<file path="src/rtl/vc_arb_packet_mux_if.sv">
// Handshake bundle for the packet-aware arbiter mux: N flit inputs, one flit output.
interface vc_arb_packet_mux_if #(
  parameter int p_num_reqs = 2,
  parameter int p_nbits    = 32
);
  logic [p_num_reqs-1:0]         in_val;
  logic [p_num_reqs-1:0]         in_rdy;
  logic [p_num_reqs*p_nbits-1:0] in_msg;
  logic [p_num_reqs-1:0]         in_last;
  logic                          out_val;
  logic                          out_rdy;
  logic [p_nbits-1:0]            out_msg;
  logic                          out_last;

  modport master (
    output in_val, in_msg, in_last, out_rdy,
    input  in_rdy, out_val, out_msg, out_last
  );

  modport slave (
    input  in_val, in_msg, in_last, out_rdy,
    output in_rdy, out_val, out_msg, out_last
  );
endinterface

</file>
<file path="src/rtl/vc_arb_packet_mux.sv">
// Round-robin packet mux: locks onto an input until its tail flit, 2-entry output FIFO.
// Latency 1 cycle minimum; in_rdy drops when the FIFO is full, independent of out_rdy.
module vc_arb_packet_mux #(
  parameter int p_num_reqs = 2,
  parameter int p_nbits    = 32
) (
  input logic              clk,
  input logic              reset,
  vc_arb_packet_mux_if.slave bus
);
  localparam int IW = $clog2(p_num_reqs);

  logic [1:0]            count;
  logic [p_nbits-1:0]    msg0, msg1;
  logic                  last0, last1;
  logic [p_num_reqs-1:0] prio;
  logic                  lock;
  logic [IW-1:0]         lock_id;

  logic [p_num_reqs-1:0] grant, rdy, acc;
  logic                  found;
  logic                  space, deq, acc_any, acc_last, wr_head;
  logic [IW-1:0]         acc_idx;
  logic [p_nbits-1:0]    acc_msg;

  assign space        = (count != 2'd2);
  assign deq          = (count != 2'd0) && bus.out_rdy;
  assign bus.out_val  = (count != 2'd0);
  assign bus.out_msg  = msg0;
  assign bus.out_last = last0;

  // Circular scan starting at the one-hot priority position.
  always_comb begin
    grant = '0;
    found = 1'b0;
    for (int k = 0; k < p_num_reqs; k++) begin
      for (int j = 0; j < p_num_reqs; j++) begin
        if (!found && prio[j] && bus.in_val[(j + k) % p_num_reqs]) begin
          grant[(j + k) % p_num_reqs] = 1'b1;
          found = 1'b1;
        end
      end
    end
  end

  always_comb begin
    rdy = '0;
    if (reset) begin
      if (lock) rdy[lock_id] = space;
      else      rdy = grant & {p_num_reqs{space}};
    end
  end

  assign bus.in_rdy = rdy;
  assign acc        = bus.in_val & rdy;
  assign acc_any    = |acc;

  always_comb begin
    acc_idx  = '0;
    acc_msg  = '0;
    acc_last = 1'b0;
    for (int i = 0; i < p_num_reqs; i++) begin
      if (acc[i]) begin
        acc_idx  = IW'(i);
        acc_msg  = bus.in_msg[i*p_nbits +: p_nbits];
        acc_last = bus.in_last[i];
      end
    end
  end

  // Incoming flit lands in the head slot when the FIFO is empty or is emptying this cycle.
  assign wr_head = (count == 2'd0) || deq;

  always_ff @(posedge clk) begin
    if (deq) begin
      msg0  <= msg1;
      last0 <= last1;
    end
    if (acc_any) begin
      if (wr_head) begin
        msg0  <= acc_msg;
        last0 <= acc_last;
      end else begin
        msg1  <= acc_msg;
        last1 <= acc_last;
      end
    end
  end

  always_ff @(posedge clk) begin
    if (!reset) begin
      count   <= 2'd0;
      lock    <= 1'b0;
      lock_id <= '0;
      prio    <= {{(p_num_reqs-1){1'b0}}, 1'b1};
    end else begin
      count <= count + {1'b0, acc_any} - {1'b0, deq};
      if (acc_any) begin
        if (acc_last) begin
          lock <= 1'b0;
          prio <= {acc[p_num_reqs-2:0], acc[p_num_reqs-1]};
        end else begin
          lock    <= 1'b1;
          lock_id <= acc_idx;
        end
      end
    end
  end
endmodule
</file>
<file path="src/flat_wrapper.sv">
// flat-port wrapper written by rule: the top's interface ports become plain ports
module vc_arb_packet_mux_flat 
#(
  parameter int p_num_reqs = 2,
  parameter int p_nbits    = 32
)
  (clk, reset, bus_in_val, bus_in_msg, bus_in_last, bus_out_rdy, bus_in_rdy, bus_out_val, bus_out_msg, bus_out_last);
  vc_arb_packet_mux_if #(.p_num_reqs(p_num_reqs), .p_nbits(p_nbits)) bus_i ();
  input logic clk;
  input logic reset;
  input wire logic [$bits(bus_i.in_val)-1:0] bus_in_val;
  input wire logic [$bits(bus_i.in_msg)-1:0] bus_in_msg;
  input wire logic [$bits(bus_i.in_last)-1:0] bus_in_last;
  input wire logic [$bits(bus_i.out_rdy)-1:0] bus_out_rdy;
  output wire logic [$bits(bus_i.in_rdy)-1:0] bus_in_rdy;
  output wire logic [$bits(bus_i.out_val)-1:0] bus_out_val;
  output wire logic [$bits(bus_i.out_msg)-1:0] bus_out_msg;
  output wire logic [$bits(bus_i.out_last)-1:0] bus_out_last;
  assign bus_i.in_val = bus_in_val;
  assign bus_i.in_msg = bus_in_msg;
  assign bus_i.in_last = bus_in_last;
  assign bus_i.out_rdy = bus_out_rdy;
  assign bus_in_rdy = bus_i.in_rdy;
  assign bus_out_val = bus_i.out_val;
  assign bus_out_msg = bus_i.out_msg;
  assign bus_out_last = bus_i.out_last;
  vc_arb_packet_mux #(.p_num_reqs(p_num_reqs), .p_nbits(p_nbits)) u_core (.clk(clk), .reset(reset), .bus(bus_i));
endmodule
</file>
<file path="config.mk">
export PLATFORM = sky130hd
export DESIGN_NAME = vc_arb_packet_mux_flat
export DESIGN_NICKNAME = d
export VERILOG_FILES = /design/src/rtl/vc_arb_packet_mux_if.sv /design/src/rtl/vc_arb_packet_mux.sv /design/src/flat_wrapper.sv
export SDC_FILE = /design/constraint.sdc
export NUM_CORES = 1
export LEC_CHECK = 0
export CELL_PAD_IN_SITES_DETAIL_PLACEMENT = 1
export CELL_PAD_IN_SITES_GLOBAL_PLACEMENT = 1
export CORE_MARGIN = 8
export CORE_UTILIZATION = 40
export DETAILED_ROUTE_END_ITERATION = 10
export GPL_ROUTABILITY_DRIVEN = 0
export GPL_TIMING_DRIVEN = 0
export MAX_ROUTING_LAYER = met4
export PLACE_DENSITY_LB_ADDON = 0.08
export SYNTH_ARGS = -nofsm -noshare
export SYNTH_HDL_FRONTEND = slang
export SYNTH_SLANG_ARGS = --single-unit
</file>
<file path="constraint.sdc">
create_clock -name clk -period 9 [get_ports clk]
set_clock_uncertainty 0.05 [all_clocks]
set_input_delay 1.8 -clock clk [delete_from_list [all_inputs] [get_ports clk]]
set_output_delay 1.8 -clock clk [all_outputs]
set_load 0.01 [all_outputs]
</file>
==> results.yml <==
final_layout:
  multi_input_area_um2: 1920
  drive_gt1_share_pct: 11.4
  diodes: 0
  seqCellArea_um2: 1770
  final_common_cell: "clkdlybuf4s50_1"
  fill_cells: 1097
  area_growth_pct: 38.1
  post-route-util_pct: 56.0
  final_cells: 640
  final_net_count: 575
  stdcell_area_um2: 5400
  layout_common_cells: "106 x clkdlybuf4s50_1, 39 x dfxtp_1, 37 x o21ai_0"
worst_setup_path:
  timing.rr.start: "u_core.prio[0]"
  r2r_slack_ps: 6370
  endpoint_kind: "output pin"
  cp-start-kind: "input port"
  worst-r2r-cell-count: 7
  critical_path_required_ps: 7150
  r2r_end: "u_core.msg1[22]"
  arrival_ps: 3490
  cp_max_fo: 4
  critical_path.startpoint: "bus_in_val[1]"
  critPathKind: "input port to output pin"
  cp-endpoint: "bus_in_rdy[0]"
synthesis:
  syn_nets: 457
  synth_top_area_share_pct: 25.4
  synth_cell_type_count: 38
  synth_edf_count: 33
  async_reset_ff_share_pct: 0
  synth_cells: 384
  yosys_warnings: 0
  synth_area_um2: 3910
  yosysTopAreaCell: "edfxtp_1"
  ys_seq_area_share_pct: 45.4
  synthTopCellsByArea: "edfxtp_1 25%, dfxtp_1 20%, mux2i_1 8.5%"
  ys_seq_elements: 72
  avgSynthCellArea_um2: 10.2
  yosys_most_used_dff: "dfxtp_1"
placed_design:
  placed_area_um2: 5160
  dpl.hpwl_mm: 9.51
  dp_slack_ps: 3640
  place_inst: 624
  io_buffers: 106
drt:
  drc: 0
  dr.pass1.iters: 4
  first_iter_violations: 131
  ant_nets: 0
  wire_per_inst_um: 21.3
  vias_per_cell: 5.71
  drt_wl_total_mm: 13.6
  vias: 3652
die:
  die_area_um2: 13200
  die_w_um: 115
  rows: 36
  io_pins: 107
  initial_core_util_pct: 40.5
  fp.coreArea_um2: 9640
  die_h_um: 115
clock_tree:
  cts_hold_buf: 0
  cts_tree: "yes"
  clkSinkCount: 72
  clk_latency_ps: 350
  cts_setup_buffers: 0
  clockBufferDepth: 2
  clockRootBuffer: "clkbuf_8"
  path_clk_slew_ps: 80
  cts_resized: 0
  cts_buffers: 9
  h-tree-depth: 3
timing:
  drv_slew: 0
  setup_viol: 0
  fin_ws_ps: 3660
  worstMarginPinSlew_ps: 814
  fin_setup_tns_ps: 0
  max_freq_mhz: 187
  timing_hold_violations_final: 0
  slew_headroom_pct: 45.7
  rsz0062_at_grt: "no"
  min_period_ps: 5340
  finalCritPeriodShare_pct: 59.3
  hold_slack_ps: 471
pwr:
  ir_drop_uv: 151
  p_leak_nw: 2.10
  total_power_mw: 1.58
  power-per-cell-area_nw_per_um2: 292
grt:
  grt_pass1_vias: 4031
  grt_pass1_wl_mm: 21.4
  antenna_found_initial: 0
  grt_usage_pct: 21.3
  grt_max_degree: 25
  gr-total-overflow: 0
flow_run:
  drv_cap: 0
outcome:
  status: "completed"
min_path:
  hold_class: "register to register"
==> power breakdown <==
part,switching (mW),internal (mW),leakage [nW]
registers,0.0773,0.447,0.633
logic,0.370,0.378,1.35
clock network,0.132,0.171,0.119
==> worst min path at each step <==
stage | startpoint | endpoint | slack, ps | cells past startpoint
after floorplan | u_core.lock_id | u_core.lock_id | 430 | 2
after global placement | u_core.lock_id | u_core.lock_id | 450 | 2
after detailed placement | u_core.bus.out_msg[15] | u_core.bus.out_msg[15] | 460 | 2
after CTS | u_core.bus.out_msg[5] | u_core.bus.out_msg[5] | 480 | 2
after global routing | u_core.bus.out_msg[29] | u_core.bus.out_msg[29] | 490 | 2
final | u_core.bus.out_msg[5] | u_core.bus.out_msg[5] | 470 | 2
==> worst max-delay path, stage by stage <==
cell	delay [ps]
clkdlybuf4s50_1	480
nor2b_1	210
o21ai_0	100
mux2_2	270
nor2_1	90
clkdlybuf4s50_1	540
==> area by class of cell <==
type	count	area share [%]
Timing Repair Buffer	107	20.0
Multi-Input combinational cell	267	35.6
Clock inverter	5	1.46
Inverter	6	0.417
Tap cell	133	3.08
Buffer	39	3.80
Clock buffer	11	2.81
Sequential cell	72	32.8
==> state kept, by name, summed over array words and instances, names as in the netlist <==
| signal | flops |
|---|---|
| u_core.bus.out_last | 1 |
| u_core.bus.out_msg | 32 |
| u_core.count | 2 |
| u_core.last1 | 1 |
| u_core.lock | 1 |
| u_core.lock_id | 1 |
| u_core.msg1 | 32 |
| u_core.prio | 2 |
==> routing by layer <==
metal,up-vias,part of all wire [%],global-route usage (%)
li1,1714,-,-
met5,-,0,-
met2,105,50,37.0
met3,22,4.3,2.94
met4,0,1.9,7.53
met1,1811,44,24.8
==> cells by family after synthesis <==
logic type	Yosys count	share of synthesized area, %
flops	72	45.4
buf+inv	45	5.83
mux	34	8.74
xor+xnor	2	0.449
compound gates	147	29.3
fa+ha+maj	2	0.641
simple gates	82	9.67
==> synth_stat cells (all sizes together), types with 3 or more instances <==
master,number
dfxtp,39
o21ai,37
nor2,36
a211oi,33
edfxtp,33
mux2i,33
nor3,33
a22o,32
o31ai,32
buf,20
clkbuf,19
inv,6
a21oi,5
nand2,4
and2,3
Note: power is estimated with default switching activity, not from simulation.
